[config.mk]
export PLATFORM = sky130hd
export DESIGN_NAME = mem_port_arbiter
export DESIGN_NICKNAME = d
export VERILOG_FILES = /design/src/rtl/mem_arb_pkg.sv /design/src/rtl/rr_arbiter.sv /design/src/rtl/mem_port_arbiter.sv
export SDC_FILE = /design/constraint.sdc
export NUM_CORES = 1
export LEC_CHECK = 0
export ABC_AREA = 0
export CORE_UTILIZATION = 33
export CTS_CLUSTER_SIZE = 40
export DETAILED_ROUTE_END_ITERATION = 10
export PLACE_DENSITY = 0.78
export RECOVER_POWER = 50
export SYNTH_ARGS = -nofsm -noshare
export SYNTH_HDL_FRONTEND = slang
export SYNTH_SLANG_ARGS = --single-unit
[constraint.sdc]
create_clock -name clk_i -period 1.9 [get_ports clk_i]
set_input_delay 0.285 -clock clk_i [delete_from_list [all_inputs] [get_ports clk_i]]
set_output_delay 0.285 -clock clk_i [all_outputs]
set_load 0.02 [all_outputs]
[src/rtl/mem_arb_pkg.sv]
// Shared types and the round-robin pick helper for the memory-port arbiter.
package mem_arb_pkg;

    localparam int unsigned MEM_ADDR_W = 16;
    localparam int unsigned MEM_DATA_W = 32;
    localparam int unsigned RR_MAX_REQ = 32;
    localparam int unsigned RR_IDX_W   = 5;
    localparam int unsigned RR_SUM_W   = RR_IDX_W + 1;

    typedef enum logic [0:0] {
        ARB_IDLE = 1'b0,
        ARB_BUSY = 1'b1
    } arb_state_t;

    typedef struct packed {
        logic                  we;
        logic [MEM_ADDR_W-1:0] adr;
        logic [MEM_DATA_W-1:0] wdata;
    } mem_req_t;

    // First set bit of valid at or after ptr, wrapping modulo num_req; returns ptr if none.
    function automatic logic [RR_IDX_W-1:0] rr_pick(input logic [RR_MAX_REQ-1:0] valid,
                                                    input logic [RR_IDX_W-1:0]   ptr,
                                                    input int unsigned           num_req);
        logic [RR_SUM_W-1:0] idx;
        logic                hit;
        rr_pick = ptr;
        hit     = 1'b0;
        for (int unsigned i = 0; i < RR_MAX_REQ; i++) begin
            idx = {1'b0, ptr} + RR_SUM_W'(i);
            if (idx >= RR_SUM_W'(num_req)) begin
                idx = idx - RR_SUM_W'(num_req);
            end
            if (!hit && (i < num_req) && valid[idx[RR_IDX_W-1:0]]) begin
                rr_pick = idx[RR_IDX_W-1:0];
                hit     = 1'b1;
            end
        end
    endfunction

endpackage

[src/rtl/rr_arbiter.sv]
// Combinational round-robin pick from a request vector, starting at ptr.
module rr_arbiter
    import mem_arb_pkg::*;
#(
    parameter int unsigned N = 2,
    localparam int unsigned PW = (N > 1) ? $clog2(N) : 1
) (
    input  logic [N-1:0]  req,
    input  logic [PW-1:0] ptr,
    output logic [PW-1:0] pick_c,
    output logic          found_c
);

    assign pick_c  = PW'(rr_pick(RR_MAX_REQ'(req), RR_IDX_W'(ptr), N));
    assign found_c = |req;

endmodule

[src/rtl/mem_port_arbiter.sv]
// Shares one main-memory port between NUM_REQ cache ports, round-robin,
// with a watchdog that aborts transfers memory never acknowledges.
module mem_port_arbiter
    import mem_arb_pkg::*;
#(
    parameter int unsigned NUM_REQ        = 2,
    parameter int unsigned DATA_WIDTH     = 32,
    parameter int unsigned ADDR_WIDTH     = 16,
    parameter int unsigned TIMEOUT_CYCLES = 256
) (
    input  logic                          clk_i,
    input  logic                          rst_i,
    input  logic [NUM_REQ-1:0]            req_valid_i,
    output logic [NUM_REQ-1:0]            req_ready_o,
    input  logic [NUM_REQ-1:0]            req_we_i,
    input  logic [NUM_REQ*ADDR_WIDTH-1:0] req_adr_i,
    input  logic [NUM_REQ*DATA_WIDTH-1:0] req_wdata_i,
    output logic [DATA_WIDTH-1:0]         req_rdata_o,
    output logic [NUM_REQ-1:0]            req_err_o,
    output logic                          mem_valid_o,
    input  logic                          mem_ready_i,
    output logic                          mem_we_o,
    output logic [ADDR_WIDTH-1:0]         mem_adr_o,
    output logic [DATA_WIDTH-1:0]         mem_wdata_o,
    input  logic [DATA_WIDTH-1:0]         mem_rdata_i,
    output logic [$clog2(NUM_REQ)-1:0]    gnt_idx_o,
    output logic                          busy_o
);

    localparam int unsigned IW       = $clog2(NUM_REQ);
    localparam int unsigned TW       = (TIMEOUT_CYCLES > 0) ? $clog2(TIMEOUT_CYCLES + 1) : 1;
    localparam bit          WDOG_EN  = (TIMEOUT_CYCLES != 0);
    localparam logic [TW-1:0] TMO_LAST = WDOG_EN ? TW'(TIMEOUT_CYCLES - 1) : '0;
    localparam logic [TW-1:0] TMR_MAX  = '1;

    arb_state_t              state;
    logic [IW-1:0]           rr_ptr;
    logic [IW-1:0]           gnt;
    logic [TW-1:0]           timer;
    logic                    we_q;
    logic [ADDR_WIDTH-1:0]   adr_q;
    logic [DATA_WIDTH-1:0]   wdata_q;

    logic [IW-1:0]           pick_c;
    logic                    found_c;
    logic [IW-1:0]           next_ptr_c;
    logic                    busy_c;
    logic                    tmo_c;
    logic                    done_c;

    rr_arbiter #(.N(NUM_REQ)) u_rr (
        .req     (req_valid_i),
        .ptr     (rr_ptr),
        .pick_c  (pick_c),
        .found_c (found_c)
    );

    assign next_ptr_c = (gnt == IW'(NUM_REQ - 1)) ? '0 : gnt + IW'(1);

    // Memory-side outputs come straight from state and capture registers only.
    always_ff @(posedge clk_i) begin
        if (rst_i) begin
            state   <= ARB_IDLE;
            rr_ptr  <= '0;
            gnt     <= '0;
            timer   <= '0;
            we_q    <= 1'b0;
            adr_q   <= '0;
            wdata_q <= '0;
        end else begin
            case (state)
                ARB_IDLE: begin
                    if (found_c) begin
                        gnt     <= pick_c;
                        we_q    <= req_we_i[pick_c];
                        adr_q   <= req_adr_i[pick_c*ADDR_WIDTH +: ADDR_WIDTH];
                        wdata_q <= req_wdata_i[pick_c*DATA_WIDTH +: DATA_WIDTH];
                        timer   <= '0;
                        state   <= ARB_BUSY;
                    end
                end
                ARB_BUSY: begin
                    if (done_c) begin
                        rr_ptr <= next_ptr_c;
                        state  <= ARB_IDLE;
                    end else if (timer != TMR_MAX) begin
                        timer <= timer + TW'(1);
                    end
                end
                default: state <= ARB_IDLE;
            endcase
        end
    end

    // Completion and abort pulses are same-cycle with the memory acknowledge.
    assign busy_c      = (state == ARB_BUSY);
    assign tmo_c       = WDOG_EN && busy_c && !mem_ready_i && (timer == TMO_LAST);
    assign done_c      = busy_c && (mem_ready_i || tmo_c);

    assign busy_o      = busy_c;
    assign mem_valid_o = busy_c;
    assign mem_we_o    = we_q;
    assign mem_adr_o   = adr_q;
    assign mem_wdata_o = wdata_q;
    assign gnt_idx_o   = gnt;
    assign req_ready_o = done_c ? (NUM_REQ'(1) << gnt) : '0;
    assign req_err_o   = tmo_c ? (NUM_REQ'(1) << gnt) : '0;
    assign req_rdata_o = (busy_c && mem_ready_i) ? mem_rdata_i : '0;

endmodule

* Word level (Yosys, flattened, before mapping)
Index checks and enable logic that the tools add are counted.
** Operators by class
- Add/sub/neg operators :: 5
- Muxes and demuxes :: 22
- Magnitude comparators :: 5
- Equality and inequality tests :: 5
- Reductions and logical operators :: 12
- Bitwise gates (word level) :: 1
- Shift-type cells :: 3
** Operators with widths (number)
- variable part select 64 x 7 -> 32 bit :: 1
- 2-to-1 mux 32 bit :: 1
- variable part select 32 x 6 -> 16 bit :: 1
- 2-to-1 mux 9 bit :: 3
- one-hot mux 9 bit (2 select lines) :: 1
- < comparator 5 x 6 -> 1 bit (second input constant) :: 2
- binary-select mux 1 bit (select 5 bit) :: 2
- 2-to-1 mux 1 bit :: 10
- 2-to-1 mux 5 bit :: 2
- adder 9 x 1 -> 9 bit (second input constant) :: 1
- == test 9 x 8 -> 1 bit (second input constant) :: 1
- != test 9 bit (second input constant) :: 1
- greater-or-equal comparator 6 x 2 -> 1 bit (second input constant) :: 1
- logical AND 1 bit :: 5
- subtractor 5 x 2 -> 5 bit (second input constant) :: 1
- 2-to-1 mux 2 bit :: 2
- != test 2 bit (second input constant) :: 2
- AND reduction 2 bit :: 2
- AND reduction 3 bit :: 1
- subtractor 1 x 2 -> 3 bit (second input constant) :: 1
- adder 1 x 1 -> 2 bit (second input constant) :: 1
- greater-or-equal comparator 1 x 2 -> 1 bit (second input constant) :: 1
- zero test 1 bit :: 2
- < comparator 1 x 2 -> 1 bit (second input constant) :: 1
- other kinds (7) :: 7
** Storage, ports and cells
- Input bits :: 135
- Register bits :: 61

* Longest topological paths before layout
Gate-level depths: netlist of run 1.
- Depth after elaboration :: 10
- Gate-level depth with buffers :: 8
- Depth with buffers taken out :: 7

* By module
From an unflattened synthesis of run 1, not the netlist that was laid out.
** Second synthesis, totals
- Cells, all modules :: 342
- Area total of the unflattened synthesis :: 3035.4 µm²
** By module, submodules not included
- mem_port_arbiter :: area an instance 3016.6 µm², sequential area each 1221.2 µm², cells an instance 338, instances 1
- rr_arbiter :: area an instance 18.8 µm², sequential area each 0.0 µm², cells an instance 4, instances 1

* Worst setup path before layout of run 1
Ideal clock, no wire load.
- Path type :: register -> register
- From :: register timer[0]
- To :: register timer[5]
- Data arrival time :: 1.941 ns
- Stages on the path, launching flop included :: 9
- Data required time :: 1.828 ns
- Path slack :: -0.113 ns
- Setup time :: 0.072 ns
- Clock period less this slack :: 2.013 ns
- Path through :: dfxtp_1 > ha_1 > nand3_1 > nor2_1 > ha_1 > or4b_4 > buf_6 > a211oi_2 > mux2i_1
** Between the ends
- Cells in the longest elaborated chain, start to end :: 6
** RTL lines
- from (decl) :: RTL line mem_port_arbiter.sv:39 : logic [TW-1:0] timer;
- from (signal assigned) :: RTL line mem_port_arbiter.sv:87 : timer <= timer + TW'(1);
- parallel branches: the longest is 6 deep, another holds adder 9 x 1 -> 9 bit
Parallel ways; which one is timed is not known. The select of a mux whose other input is x is not followed.
A chain may end at the register's enable or synchronous reset.

* Worst setup path in the final report of run 1
- From :: register timer[1]
- To :: register timer[8]
The elaborated chain is that of the path after synthesis.

==> results of run 1 <==
==> cells by family (layout without fill, tap and decap cells) <==
logic type	count (synthesis)	after routing	share of synthesized area [%]
adder cells (fa/ha/maj)	4	4	1.42
flip-flops	61	61	36.4
buffers and inverters	60	279	8.13
multiplexers	7	7	2.09
AND/OR/NAND/NOR	115	116	17.0
AO/OA/AOI/OAI	164	164	35.0
==> stage by stage <==
| step | util [%] | instances | area (sq um) | hold slack [ns] | power (mW) |
|---|---|---|---|---|---|
| final | 62.4 | 764 | 6130 | 0.353 | 3.89 |
| after global routing | 62.4 | 764 | 6130 | 0.357 | 4.08 |
| after CTS | 61.2 | 760 | 6010 | 0.333 | 3.90 |
| after detailed placement | 59.3 | 744 | 5830 | 0.489 | 2.79 |
| after global placement | 59.3 | 744 | 5830 | 0.472 | 2.77 |
| after floorplan | - | 411 | 3370 | 0.455 | 2.06 |
==> power groups by stage <==
stage | Sequential [mW] | Clock, mW | Combinational (mW)
3_3_place_gp | 1.49 | 0 | 1.28
2_1_floorplan | 1.62 | 0 | 0.439
3_5_place_dp | 1.49 | 0 | 1.29
4_1_cts | 1.47 | 1.15 | 1.28
6_report | 1.47 | 1.13 | 1.29
5_1_grt | 1.48 | 1.22 | 1.38
==> synth_stat cells <==
| master | count | area (sq um) |
|---|---|---|
| a2111oi_0 | 49 | 429 |
| a211oi_1 | 49 | 368 |
| a211oi_2 | 4 | 50.1 |
| a21boi_0 | 1 | 7.51 |
| a21o_2 | 1 | 8.76 |
| a21oi_1 | 6 | 30.0 |
| and2b_2 | 1 | 8.76 |
| and3_1 | 30 | 188 |
| and3_2 | 2 | 15.0 |
| buf_2 | 7 | 35.0 |
| buf_4 | 1 | 7.51 |
| buf_6 | 2 | 22.5 |
| clkbuf_1 | 41 | 154 |
| clkbuf_8 | 1 | 13.8 |
| clkinv_1 | 1 | 3.75 |
| dfxtp_1 | 61 | 1220 |
| dlygate4sd1_1 | 2 | 17.5 |
| ha_1 | 3 | 37.5 |
| inv_1 | 5 | 18.8 |
| maj3_1 | 1 | 10.0 |
| mux2i_1 | 7 | 70.1 |
| nand2_1 | 3 | 11.3 |
| nand2b_1 | 1 | 6.26 |
| nand3_1 | 13 | 65.1 |
| nand4_1 | 1 | 6.26 |
| nor2_1 | 55 | 206 |
| o211ai_1 | 1 | 7.51 |
| o21ai_0 | 51 | 255 |
| o21ba_2 | 1 | 10.0 |
| o21bai_1 | 1 | 7.51 |
| or3_1 | 7 | 43.8 |
| or3_2 | 1 | 7.51 |
| or4b_4 | 1 | 13.8 |
==> state kept, by name, summed over array words and instances, names as in the netlist <==
signal	count
mem_we_o	1
mem_wdata_o	32
mem_adr_o	16
gnt_idx_o	1
busy_o	1
timer	9
rr_ptr	1
==> cell type report <==
| cell class | count | area (sq um) | area share (%) |
|---|---|---|---|
| clock buffer | 11 | 141 | 2.31 |
| clock inverter | 5 | 50.0 | 0.816 |
| inverter | 6 | 22.5 | 0.367 |
| multi-input combinational | 291 | 2000 | 32.7 |
| sequential | 61 | 1230 | 20.1 |
| tap | 133 | 166 | 2.71 |
| timing repair buffer | 257 | 2510 | 41.0 |
==> metal layers <==
layer  up-vias  GRT usage [%]
met5         -              0
met4         0           7.48
met3        19           5.42
met2       182           40.4
met1      1988           28.8
li1       2012              -
==> repair_timing <==
item	CTS	global route
pin swaps	0	9
resized for setup	58	29
buffers inserted	0	3
gates cloned	0	1
setup endpoints to repair	47	15
==> worst max-delay path by stage <==
stage | end | slack (ns) | cells past startpoint
after floorplan | timer[0] | 0.02 | 8
after CTS | timer[1] | -0.13 | 8
after global placement | req_rdata_o[0] | -0.21 | 4
final | timer[8] | -0.18 | 8
after global routing | timer[8] | -0.23 | 8
after detailed placement | req_rdata_o[0] | -0.26 | 4
==> critical path, cell delays in order (launching register included) <==
cell and delay, ns:
dfxtp_2 0.34, ha_4 0.17, nand3_4 0.09, nor2_4 0.05
buf_6 0.12, ha_4 0.15, or4b_4 0.60, or3_1 0.37
a21oi_1 0.14
==> metrics, run 1 <==
CTS Buffer Depth 2; Fmax 0.482 GHz; Synth Instances 411; Area Overhead vs Synth 82.6%; final hold violations 0; Top Metal Used met4; Int Power 2.69 mW; vias in the first global route 4118; TritonCTS clock tree done; post-synthesis sequential area ratio 36.4%; die width 103 microns; met3 wire length 897 microns; clock root buffer clkbuf_8; RR Endpoint timer[8]; Final HPWL DP 8.92 mm; Pre-Repair DR Iteration Count 4; FF+latch count, synth 61; r2r worst-path depth 8; GPL Wtd Cong 0.810; Leakage 2.41 nW; IR drop worst, VDD 376 uV; Critical Path Start timer[1]; slew of the pin with the lowest slew margin 0.525 ns; HP Class in2reg; met1 WL 5.57 mm; worst-path fanout max 6; final setup margin -0.177 ns; Syn. warnings 0; Tcrit/Tclk final 109%; Setup WS pre-CTS -0.265 ns; clock sinks 61; number of CTS-inserted buffers 9; RSZ-0062 raised after global routing true; commonest non-fill, non-tap cell in the layout clkdlybuf4s50_1; R2R Setup Slk -0.18 ns; Sw Ratio 31.0%; CP Capture Type flip-flop; # port buffers 222; largest net degree at the start of global routing 56; Clock Skews 0.00859 ns; IO Pins 223; via/cell ratio 5.50; fin. max-slew vios 0; PwrDens 635 nW/um^2; Syn Area/Cell 8.17 sq um; n_diodes 0; setup total negative slack -0.870 ns; Std-Cell Core Area 9820 sq um; DRC 0; first-pass GRT wire length 19.6 mm; # setup viols final 9; worst skew pair latency 0.33 ns; layout cells sized above 1 14.4%; Switching Power 1.21 mW; DR vias 4201; Flop pwr share 37.8%; Startpoint Class flip-flop; drt wl/cell 17.0 microns; WS Path Type reg2reg; Post-Route WL 13.0 mm; row count 36; Clk pin slew, worst setup/hold paths 0.07 ns; combinational fraction of design power 33.2%; Yosys cell types 33; initial antenna violation count 0; clock power share 29.1%; status finished, violations left; Netlist Area Pre-Place 3360 sq um; syn_nets 549; Fill cells 880; CP required 2.15 ns; met2 routed WL 6.36 mm; hold path cells 3; Hold Path Origin req_valid_i[1]; number of DRC markers in iteration 0 156; H-Tree Depth 3; FF-to-FF Start timer[1]; CTS Hold Bufs 0; Hold EP gnt_idx_o; Layout Nets 764; Max-cap violations 0; failing checks negative setup slack; minimum clock period 2.08 ns; DIE AREA 10600 sq um; arrival time worst endpoint 2.33 ns; Rel. slew slack 64.1%; grt ovf 0; total track usage 23.4%; Final ANT Viol Nets 0; starting density of the core 34.2%; die height 103 microns; most frequent cells in the layout clkdlybuf4s50_1, dfxtp_1, nor2_1, o21ai_0
Power figures use the tool's default switching activity.
==> inputs of run 2 (changes only) <==
HOLD_SLACK_MARGIN = 0.12   (was unset)
==> results of run 2 <==
No change in the layout: final DEF, timing and power equal those of run 1.
